**src/rtl/ram_sdp_clr_if.sv**
```systemverilog
// Port bundle for ram_sdp_clr: clear control, write port and read port.
// The master drives requests; the slave (the RAM) returns status and read data.
interface ram_sdp_clr_if #(
    parameter int unsigned DATA_W = 8,
    parameter int unsigned ADDR_W = 4
);
    logic              clr;
    logic              busy;
    logic              wr_en;
    logic [ADDR_W-1:0] wr_addr;
    logic [DATA_W-1:0] wr_data;
    logic              wr_drop;
    logic              rd_en;
    logic [ADDR_W-1:0] rd_addr;
    logic [DATA_W-1:0] rd_data;
    logic              rd_valid;

    modport master (
        output clr, wr_en, wr_addr, wr_data, rd_en, rd_addr,
        input  busy, wr_drop, rd_data, rd_valid
    );

    modport slave (
        input  clr, wr_en, wr_addr, wr_data, rd_en, rd_addr,
        output busy, wr_drop, rd_data, rd_valid
    );
endinterface

```
**src/rtl/ram_sdp_clr.sv**
```systemverilog
// Simple-dual-port synchronous RAM with registered reads (latency 1 or 2), write-first
// bypass and a clear engine that fills every word with INIT_VAL after reset or on request.
module ram_sdp_clr #(
    parameter int unsigned       DATA_W   = 8,
    parameter int unsigned       ADDR_W   = 4,
    parameter int unsigned       DEPTH    = 16,
    parameter int unsigned       RD_LAT   = 1,
    parameter logic [DATA_W-1:0] INIT_VAL = '0
) (
    input logic          clk,
    input logic          rst_n,
    ram_sdp_clr_if.slave bus
);

    localparam int unsigned       IDX_W    = (DEPTH > 1) ? $clog2(DEPTH) : 1;
    localparam logic [ADDR_W:0]   DEPTH_V  = (ADDR_W + 1)'(DEPTH);
    localparam logic [ADDR_W-1:0] LAST_PTR = ADDR_W'(DEPTH - 1);

    typedef enum logic [0:0] {StClear, StIdle} state_e;

    state_e            state_q, state_d;
    logic [ADDR_W-1:0] ptr_q, ptr_d;

    logic [DATA_W-1:0] mem [DEPTH];

    logic              busy;
    logic              wr_ok;
    logic              rd_acc;
    logic              rd_in_range;
    logic [DATA_W-1:0] rd_word;
    logic              mem_we;
    logic [IDX_W-1:0]  mem_idx;
    logic [DATA_W-1:0] mem_wdata;
    logic              out_valid;
    logic [DATA_W-1:0] out_data;
    logic              rd_valid_q;
    logic [DATA_W-1:0] rd_data_q;
    logic              wr_drop_q;

    assign busy        = (state_q == StClear);
    assign wr_ok       = bus.wr_en && !busy && ({1'b0, bus.wr_addr} < DEPTH_V);
    assign rd_acc      = bus.rd_en && !busy;
    assign rd_in_range = ({1'b0, bus.rd_addr} < DEPTH_V);

    always_comb begin
        state_d = state_q;
        ptr_d   = ptr_q;
        unique case (state_q)
            StClear: begin
                ptr_d = ptr_q + 1'b1;
                if (ptr_q == LAST_PTR) begin
                    state_d = StIdle;
                    ptr_d   = '0;
                end
            end
            StIdle: begin
                if (bus.clr) begin
                    state_d = StClear;
                    ptr_d   = '0;
                end
            end
            default: begin
                state_d = StClear;
                ptr_d   = '0;
            end
        endcase
    end

    always_ff @(posedge clk) begin
        if (!rst_n) begin
            state_q <= StClear;
            ptr_q   <= '0;
        end else begin
            state_q <= state_d;
            ptr_q   <= ptr_d;
        end
    end

    // Single physical write port shared by the clear engine and the user write.
    always_comb begin
        mem_we    = 1'b0;
        mem_idx   = ptr_q[IDX_W-1:0];
        mem_wdata = INIT_VAL;
        if (busy) begin
            mem_we = rst_n;
        end else if (wr_ok) begin
            mem_we    = 1'b1;
            mem_idx   = bus.wr_addr[IDX_W-1:0];
            mem_wdata = bus.wr_data;
        end
    end

    always_ff @(posedge clk) begin
        if (mem_we) begin
            mem[mem_idx] <= mem_wdata;
        end
    end

    // Write-first: a same-edge write to the read address is forwarded.
    always_comb begin
        rd_word = mem[bus.rd_addr[IDX_W-1:0]];
        if (!rd_in_range) begin
            rd_word = INIT_VAL;
        end else if (wr_ok && (bus.wr_addr == bus.rd_addr)) begin
            rd_word = bus.wr_data;
        end
    end

    if (RD_LAT == 2) begin : g_lat2
        logic              s1_valid_q;
        logic [DATA_W-1:0] s1_data_q;

        always_ff @(posedge clk) begin
            if (!rst_n) begin
                s1_valid_q <= 1'b0;
                s1_data_q  <= '0;
            end else begin
                s1_valid_q <= rd_acc;
                if (rd_acc) begin
                    s1_data_q <= rd_word;
                end
            end
        end

        assign out_valid = s1_valid_q;
        assign out_data  = s1_data_q;
    end else begin : g_lat1
        assign out_valid = rd_acc;
        assign out_data  = rd_word;
    end

    always_ff @(posedge clk) begin
        if (!rst_n) begin
            rd_valid_q <= 1'b0;
            rd_data_q  <= '0;
            wr_drop_q  <= 1'b0;
        end else begin
            rd_valid_q <= out_valid;
            if (out_valid) begin
                rd_data_q <= out_data;
            end
            wr_drop_q <= bus.wr_en && !wr_ok;
        end
    end

    assign bus.busy     = busy;
    assign bus.rd_valid = rd_valid_q;
    assign bus.rd_data  = rd_data_q;
    assign bus.wr_drop  = wr_drop_q;

endmodule

```
**src/flat_wrapper.sv**
```systemverilog
// flat-port wrapper written by rule: the top's interface ports become plain ports
module ram_sdp_clr_flat 
#(
    parameter int unsigned       DATA_W   = 8,
    parameter int unsigned       ADDR_W   = 4,
    parameter int unsigned       DEPTH    = 16,
    parameter int unsigned       RD_LAT   = 1,
    parameter logic [DATA_W-1:0] INIT_VAL = '0
)
  (clk, rst_n, bus_clr, bus_wr_en, bus_wr_addr, bus_wr_data, bus_rd_en, bus_rd_addr, bus_busy, bus_wr_drop, bus_rd_data, bus_rd_valid);
  ram_sdp_clr_if #(.DATA_W(DATA_W), .ADDR_W(ADDR_W)) bus_i ();
  input logic clk;
  input logic rst_n;
  input wire logic [$bits(bus_i.clr)-1:0] bus_clr;
  input wire logic [$bits(bus_i.wr_en)-1:0] bus_wr_en;
  input wire logic [$bits(bus_i.wr_addr)-1:0] bus_wr_addr;
  input wire logic [$bits(bus_i.wr_data)-1:0] bus_wr_data;
  input wire logic [$bits(bus_i.rd_en)-1:0] bus_rd_en;
  input wire logic [$bits(bus_i.rd_addr)-1:0] bus_rd_addr;
  output wire logic [$bits(bus_i.busy)-1:0] bus_busy;
  output wire logic [$bits(bus_i.wr_drop)-1:0] bus_wr_drop;
  output wire logic [$bits(bus_i.rd_data)-1:0] bus_rd_data;
  output wire logic [$bits(bus_i.rd_valid)-1:0] bus_rd_valid;
  assign bus_i.clr = bus_clr;
  assign bus_i.wr_en = bus_wr_en;
  assign bus_i.wr_addr = bus_wr_addr;
  assign bus_i.wr_data = bus_wr_data;
  assign bus_i.rd_en = bus_rd_en;
  assign bus_i.rd_addr = bus_rd_addr;
  assign bus_busy = bus_i.busy;
  assign bus_wr_drop = bus_i.wr_drop;
  assign bus_rd_data = bus_i.rd_data;
  assign bus_rd_valid = bus_i.rd_valid;
  ram_sdp_clr #(.DATA_W(DATA_W), .ADDR_W(ADDR_W), .DEPTH(DEPTH), .RD_LAT(RD_LAT), .INIT_VAL(INIT_VAL)) u_core (.clk(clk), .rst_n(rst_n), .bus(bus_i));
endmodule
```
**config.mk**
```make
export PLATFORM = sky130hd
export DESIGN_NAME = ram_sdp_clr_flat
export DESIGN_NICKNAME = d
export VERILOG_FILES = /design/src/rtl/ram_sdp_clr_if.sv /design/src/rtl/ram_sdp_clr.sv /design/src/flat_wrapper.sv
export SDC_FILE = /design/constraint.sdc
export NUM_CORES = 1
export LEC_CHECK = 0
export BUFFER_PORTS_ARGS = -buffer_cell sky130_fd_sc_hd__buf_2
export CORE_MARGIN = 3
export CORE_UTILIZATION = 40
export CTS_BUF_LIST = sky130_fd_sc_hd__clkbuf_4 sky130_fd_sc_hd__clkbuf_8
export DETAILED_ROUTE_END_ITERATION = 8
export SLEW_MARGIN = 20
export SYNTH_ARGS = -nofsm -noshare
export SYNTH_HDL_FRONTEND = slang
export SYNTH_SLANG_ARGS = --single-unit
export TNS_END_PERCENT = 5
```
**constraint.sdc**
```tcl
create_clock -name clk -period 2.75 [get_ports clk]
set_input_delay 0.275 -clock clk [delete_from_list [all_inputs] [get_ports clk]]
set_output_delay 0.275 -clock clk [all_outputs]
set_load 0.005 [all_outputs]
```
## Word level (Yosys, flattened, before mapping)

Memories as Yosys holds them, arrays and structs flattened. A register that Yosys moved wholly into a read port is not among the register bits.
Cells that the tools add are included.

| word-level totals | value |
|---|---|
| register bits after elaboration | 7 |
| latch bits | 0 |
| bits in writable memories | 128 |
| memory bits (read-only) | 0 |
| output and inout port bits | 11 |
| logic and storage cells | 28 |
| memories | 1 |

| cells by class | value |
|---|---|
| add/subtract/negate cells | 1 |
| $mul | 0 |
| divide/modulo/power cells | 0 |
| order comparisons | 0 |
| eq/ne operators | 2 |
| shift operators | 0 |
| muxes and demuxes | 14 |
| bitwise operators | 1 |
| reductions and logical operators | 5 |

Memory list:

| memory | words | width | read ports | clocked after memory_dff | write ports | line | RTL |
|---|---|---|---|---|---|---|---|
| u_core.mem | 16 | 8 | 1 | 1 | 1 | ram_sdp_clr.sv:24 | `logic [DATA_W-1:0] mem [DEPTH];` |

Operators with widths:

| cell | count |
|---|---|
| $mux W4 | 4 |
| $mux W8 | 2 |
| $pmux W4 S2 | 1 |
| $mux W1 | 6 |
| $add A4 B1 Y4 const B | 1 |
| $eq A4 B4 Y1 const B | 1 |
| $logic_and A1 B1 Y1 | 3 |
| $logic_not A1 Y1 | 2 |
| $ne A2 B2 Y1 const B | 1 |
| $pmux W1 S2 | 1 |
| $not A1 Y1 | 1 |

## Depth between registers and ports, before layout

Gate-level depths: netlist of run 1.

| logic depth | value |
|---|---|
| depth in word-level cells | 5 |
| depth in mapped cells | 7 |

## Worst setup path before layout of run 1

OpenSTA, ideal clock, no wires.

| timing path | value |
|---|---|
| path type | register -> register |
| start | reg u_core.state_q |
| end | mem u_core.mem[13][0] (enable) |
| data arrival time | 1553 ps |
| data required time | 2380 ps |
| setup slack | 827 ps |
| stages on the path, launching flop included | 6 |
| path buffers | 1 |
| period minus slack after synthesis | 1923 ps |
| path through | dfxtp_1 > buf_2 > nand3_2 > a21boi_1 > o32a_1 > nor2_1 |

| on the way | value |
|---|---|
| word-level cells in the longest chain between the ends | 5 |
| elaborated cells on any way between the ends | 7 |
| those cells by class | mux (6); reduce/logical (1) |

Ends and longest elaborated chain:

| element | line | RTL |
|---|---|---|
| start, declared | ram_sdp_clr.sv:21 | `state_e state_q, state_d;` |
| start signal, assigned | ram_sdp_clr.sv:71 | `state_q <= StClear;` |
| start signal, assigned | ram_sdp_clr.sv:74 | `state_q <= state_d;` |
| $logic_and A1 B1 Y1 | ram_sdp_clr.sv:41 | `assign wr_ok = bus.wr_en && !busy && ({1'b0, bus.wr_addr} < DEPTH_V);` |
| $mux W1 | ram_sdp_clr.sv:86 | `end else if (wr_ok) begin` |
| $mux W1 | ram_sdp_clr.sv:84 | `if (busy) begin` |
| $mux W1 | ram_sdp_clr.sv:94 | `if (mem_we) begin` |
| $mux W1 (not written as such) | ram_sdp_clr.sv:95 | `mem[mem_idx] <= mem_wdata;` |
| end, declared | ram_sdp_clr.sv:24 |  |

Parallel ways exist; a longest one is shown, timed or not.

## Worst setup path after layout of run 1

| timing path | value |
|---|---|
| start | reg u_core.state_q |
| end | mem u_core.mem[4][1] (enable) |

Same word-level chain as after synthesis.

==> results of run 1 <==
## registers in the layout (all words and copies together) (netlist names)
| register | count |
|---|---|
| u_core.state_q | 1 |
| u_core.ptr_q | 4 |
| u_core.bus.wr_drop | 1 |
| u_core.bus.rd_data | 8 |
| u_core.bus.rd_valid | 1 |
| u_core.mem | 128 |
## per-stage QoR
step / hold WS (ns) / util (%) / worst slack [ns] / area, µm² / std cells
floorplan: 0.393 / - / 0.827 / 5950 / 345
global placement: 0.446 / 44.9 / 0.402 / 6380 / 558
detailed placement: 0.445 / 44.9 / 0.328 / 6380 / 558
CTS: 0.127 / 48.0 / 0.558 / 6820 / 590
global route: 0.135 / 48.0 / 0.393 / 6820 / 590
finish: 0.158 / 48.0 / 0.568 / 6820 / 590
## cells in the mapped netlist (4+ instances only)
| cell type | count | share of area [%] |
|---|---|---|
| inv_1 | 4 | 0.25 |
| clkbuf_1 | 7 | 0.44 |
| and3_1 | 10 | 1.1 |
| mux4_2 | 32 | 12 |
| dfxtp_1 | 15 | 5.0 |
| nand2_1 | 22 | 1.4 |
| mux2i_1 | 12 | 2.0 |
| edfxtp_1 | 128 | 65 |
| nand3_1 | 10 | 0.84 |
| nor2_1 | 25 | 1.6 |
| nor2b_1 | 6 | 0.63 |
| o211ai_2 | 8 | 1.7 |
| buf_2 | 7 | 0.59 |
| o211ai_1 | 10 | 1.3 |
| a22oi_1 | 5 | 0.63 |
## per-layer routing
metal | vias up | GRT usage (%) | wire length, µm
li1 | 1480 | - | -
met1 | 1635 | 22.6 | 5530
met2 | 82 | 24.7 | 6120
met3 | 31 | 3.75 | 556
met4 | 0 | 8.68 | 461
met5 | - | 0 | 0
## cells by family after synthesis
logic type      count (synthesis)
flops                         143
simple gates                   84
mux                            45
compound gates                 42
buf+inv                        25
xor+xnor                        5
fa+ha+maj                       1
## worst paths after layout
check | from | to | cells past startpoint
worst max-delay path | u_core.state_q | u_core.mem[4][1] | 4
worst min-delay path | rst_n | u_core.state_q | 2
worst max register to register | u_core.state_q | u_core.mem[4][1] | 4
worst min register to register | u_core.bus.rd_data[1] | u_core.bus.rd_data[1] | 2
## report_power, final
group | internal, µW | switching (µW) | total [µW] | leakage [µW]
sequential | 2360 | 14.7 | 2380 | 0.00111
clock | 1050 | 752 | 1800 | 0.000228
combinational | 96.3 | 125 | 221 | 0.000817
total | 3510 | 891 | 4410 | 0.00216
## area by class of cell
class / instances / area, µm²
Fill cell: 1229 / 7380
Sequential cell: 143 / 4140
Multi-Input combinational cell: 177 / 1680
Timing Repair Buffer: 53 / 320
Clock buffer: 21 / 277
Tap cell: 180 / 225
Clock inverter: 11 / 161
Inverter: 5 / 18.8
==> impl_results.md, run 1 <==
* Synth Cell Area at 0.00595 mm²
* GR Overflow Total at 0
* Slew Viols, Final at 0
* Clk root buf: clkbuf_8
* Commonest non-fill, non-tap cell in the layout: edfxtp_1
* Clock sink count at 143
* H-tree levels at 4
* Full die area at 0.0164 mm²
* Routed vias at 3228
* Post-synthesis mux area share at 14.4%
* Largest family of logic cells by synthesized area: multiplexers
* Crit path max fanout at 9
* Period utilisation layout at 79.4%
* Yosys reg bits at 143
* Critical path required time at 2.81 ns
* Antenna cell count at 0
* Worst path arrival time at 2.24 ns
* Setup Fix Bufs, Post-CTS at 0
* Worst skew pair latency at 0.44 ns
* Worst path slowest cell: nor2_1
* Core box area at 0.0142 mm²
* Adder-cell share of the synthesized area at 0.210%
* Worst stage delay on the critical path at 0.61 ns
* DRC at 0
* ANT nets after route at 0
* Clock skew at 0.0109 ns
* Kind of critical path: flip-flop to flip-flop
* Relative slew slack at 39.9%
* Core Rows at 43
* Die height at 128 µm
* R2R Setup Slk at 0.57 ns
* Final setup vio count at 0
* Max-cap violation count at 0
* PD cells at 646 mW/mm²
* Post-layout minimum cycle time at 2.18 ns
* CP Cell Sequence: nand2_1, a21boi_1, o32a_1, nor2_1
* Gr usage total at 16.5%
* Post-synthesis xor/xnor area fraction at 0.862%
* Hold buffers post-CTS at 0
* Global-route wire length before repair at 19300 µm
* CTS Buf Count at 17
* Starting density of the core at 41.9%
* Post-detail-place hpwl at 8380 µm
* Die width at 128 µm
* # nets final at 419
* Syn Area/Cell at 17.3 µm²
* Top Ports at 32
* Compound-Gate Fraction of Synth Area at 5.95%
* Bufs on Longest Clock Path at 2
* Layout cell share with drive strength beyond 1 at 32.2%
* Ys flop type: edfxtp_1
* WL/cell at 21.5 µm
* Register area share after synthesis at 69.6%
* Initial antenna violation count at 0
* Async set-reset flop share out of synthesis at 0%
* Worst Setup End Kind: flip-flop
* Syn Inst Count at 345
* Syn nets at 367
* Most frequent cells in the layout: 128 x edfxtp_1, 32 x mux4_2, 31 x buf_2
* Clk slew on worst S/H paths at 0.07 ns
* Pin count of the biggest net entering global routing at 23
* Least-Margin Pin Slew at 0.894 ns
* CP delay by family, top: simple AND/OR/NAND/NOR gates
* Max rail drop VDD at 0.300 mV
* Overall power at 4410 µW
* Vias per cell at 5.47
* Fmax achieved at 0.458 GHz
* CTS resizes at 0
* Final wirelength at 12700 µm
* Yosys cell types at 45
* Status: complete, no violations
* Unrepaired setup endpoints after global routing: no
* YS warnings at 0
* Port buffer count at 31
* Post-synth EDFFs at 128
* Crit path buffers/inverters at 0
* Critical Path Source Type: flip-flop
* Final Hold Fails at 0
* TritonCTS clock tree: yes
* RD Place Congestion at 0.765
* Drt first pass iters at 4
* Vias in the first global route at 3260
* HP Class: primary input to flip-flop
* P_leak at 0.00216 µW
* Syn-to-layout area delta at 14.6%
* Setup_tns at 0 ns
* Simple-gate share of the synthesized area at 6.77%
* Starting DRT DRC Count at 288
No activity file was read; power rests on OpenSTA's default activity.
==> run 2: changes to the inputs <==
Clock period 2.75 ns to 2 ns, I/O delays scaled along.
==> impl_results.md, run 2 (synthesis results as in run 1) <==
* Status: complete, no violations (unchanged)
* Most frequent cells in the layout: 128 x edfxtp_1, 32 x mux4_2, 31 x buf_2 (unchanged)
* Syn-to-layout area delta at 16.1% (was 14.6%)
* Core box area at 0.0142 mm² (unchanged)
* Post-detail-place hpwl at 8900 µm (was 8380 µm)
* Fmax achieved at 0.558 GHz (was 0.458 GHz)
* Clk root buf: clkbuf_8 (unchanged)
* Worst reg2reg path startpoint: u_core.state_q (unchanged)
* Post-layout minimum cycle time at 1.79 ns (was 2.18 ns)
* DRC at 0 (unchanged)
* HP Class: primary input to flip-flop (unchanged)
* Relative slew slack at 54.7% (was 39.9%)
* GR Overflow Total at 0 (unchanged)
* Slew Viols, Final at 0 (unchanged)
* Commonest non-fill, non-tap cell in the layout: edfxtp_1 (unchanged)
* RD Place Congestion at 0.832 (was 0.765)
* Fillers at 1219 (was 1229)
* Top Ports at 32 (unchanged)
* Crit path max fanout at 8 (was 9)
* Layout cell share with drive strength beyond 1 at 34.7% (was 32.2%)
* Least-Margin Pin Slew at 0.678 ns (was 0.894 ns)
* Min-delay src: rst_n (unchanged)
* Critical path required time at 2.15 ns (was 2.81 ns)
* Worst Setup End Kind: flip-flop (unchanged)
* Unrepaired setup endpoints after global routing: no (unchanged)
* Antenna cell count at 0 (unchanged)
* Final wirelength at 13200 µm (was 12700 µm)
* Hold path cells at 2 (unchanged)
* CTS resizes at 0 (unchanged)
* Global-route wire length before repair at 20400 µm (was 19300 µm)
* Die height at 128 µm (unchanged)
* Max rail drop VDD at 0.711 mV (was 0.300 mV)
* Max reg flops at 128 (unchanged)
* Port buffer count at 31 (unchanged)
* Largest Register: u_core.mem (unchanged)
* Initial antenna violation count at 0 (unchanged)
* Design area at 0.00691 mm² (was 0.00682 mm²)
* R2R Setup Slk at 0.21 ns (was 0.57 ns)
* Placed cell count at 569 (was 558)
* Vias in the first global route at 3433 (was 3260)
* Worst path arrival time at 1.94 ns (was 2.24 ns)
* Worst skew pair latency at 0.45 ns (was 0.44 ns)
* Final core utilization at 48.7% (was 48.0%)
* Setup Fix Bufs, Post-CTS at 0 (unchanged)
* Hold buffers post-CTS at 0 (unchanged)
* Bufs on Longest Clock Path at 2 (unchanged)
* Placed inst area at 0.00650 mm² (was 0.00638 mm²)
* Pin count of the biggest net entering global routing at 30 (was 23)
* Starting density of the core at 41.9% (unchanged)
* Clk slew on worst S/H paths at 0.08 ns (was 0.07 ns)
* Period utilisation layout at 89.6% (was 79.4%)
* Layout Cells excl Fill at 601 (was 590)
* Starting DRT DRC Count at 299 (was 288)
* Setup_tns at 0 ns (unchanged)
* PD cells at 847 mW/mm² (was 646 mW/mm²)
* WHS Endpoint: u_core.state_q (unchanged)
* Die width at 128 µm (unchanged)
* Worst reg2reg path endpoint: u_core.mem[5][0] (was u_core.mem[4][1])
* Gr usage total at 17.4% (was 16.5%)
* CTS Buf Count at 17 (unchanged)
* Kind of critical path: flip-flop to flip-flop (unchanged)
* Drt first pass iters at 4 (unchanged)
* P_leak at 0.00220 µW (was 0.00216 µW)
* TritonCTS clock tree: yes (unchanged)
* Critical Path Source Type: flip-flop (unchanged)
* Final setup vio count at 0 (unchanged)
* FF-to-FF path depth at 5 (was 4)
* # nets final at 430 (was 419)
* Clock sink count at 143 (unchanged)
* Clock skew at 0.0114 ns (was 0.0109 ns)
* Final Hold Fails at 0 (unchanged)
* Max-cap violation count at 0 (unchanged)
* ANT nets after route at 0 (unchanged)
* Core Rows at 43 (unchanged)
* WL/cell at 22.0 µm (was 21.5 µm)
* Vias per cell at 5.44 (was 5.47)
* Worst Hold Slack at 0.0577 ns (was 0.158 ns)
* Routed vias at 3272 (was 3228)
* H-tree levels at 4 (unchanged)
* Full die area at 0.0164 mm² (unchanged)
-- run 2: cell types whose count changed in the layout (fill, tap and decap cells not counted), sizes merged --
cell      before  now
bufinv         4    2
clkinvlp       1    3
clkbuf        21   18
inv            8   12
clkinv         3    2
buf           53   64
-- run 2: report_power, final --
group | switching [µW] | internal, µW | total [µW] | leakage [µW]
combinational | 170 | 145 | 316 | 0.000892
clock | 1130 | 1140 | 2270 | 0.000193
sequential | 21.8 | 3250 | 3270 | 0.00111
total | 1320 | 4540 | 5860 | 0.00220
-- run 2: per-stage QoR --
stage                     total power [µW]  setup slack [ns]
after global placement                3650             0.188
final                                 5860             0.209
after detailed placement              3660            0.0921
after floorplan                       3540            0.0766
after CTS                             5930            0.0743
after global routing                  6080            0.0905
-- run 2: worst max path at each step --
| stage | start | endpoint | slack, ns | depth (start not counted) |
|---|---|---|---|---|
| after floorplan | u_core.state_q | u_core.mem[13][0] | 0.08 | 5 |
| after global placement | u_core.state_q | u_core.mem[7][4] | 0.19 | 5 |
| after detailed placement | u_core.state_q | u_core.mem[3][6] | 0.09 | 5 |
| after CTS | u_core.state_q | u_core.mem[3][2] | 0.07 | 5 |
| after global routing | u_core.state_q | u_core.mem[4][3] | 0.09 | 5 |
| final | u_core.state_q | u_core.mem[5][0] | 0.21 | 5 |
-- run 2: layout make-up --
class	instances	area [µm²]	share of cell area, %
flip-flops and latches	143	4150	60.0
multi-input cells	177	1690	24.4
repair buffers	64	440	6.37
clock buffers	18	241	3.49
well taps	180	225	3.26
clock inverters	14	153	2.21
inverters	5	18.8	0.272
-- run 2: routing by layer --
| metal | GRT usage (%) | wire length, µm |
|---|---|---|
| met1 | 22.8 | 5890 |
| met2 | 27.8 | 6540 |
| met3 | 5.25 | 567 |
| met4 | 5.81 | 193 |
| met5 | 0 | 0 |
-- run 2: worst max-delay path: stages (launching register included) --
cell	delay, ns
dfxtp_2	0.41
nand3_2	0.13
a21boi_2	0.20
o32a_1	0.40
nor2_1	0.13
buf_4	0.22
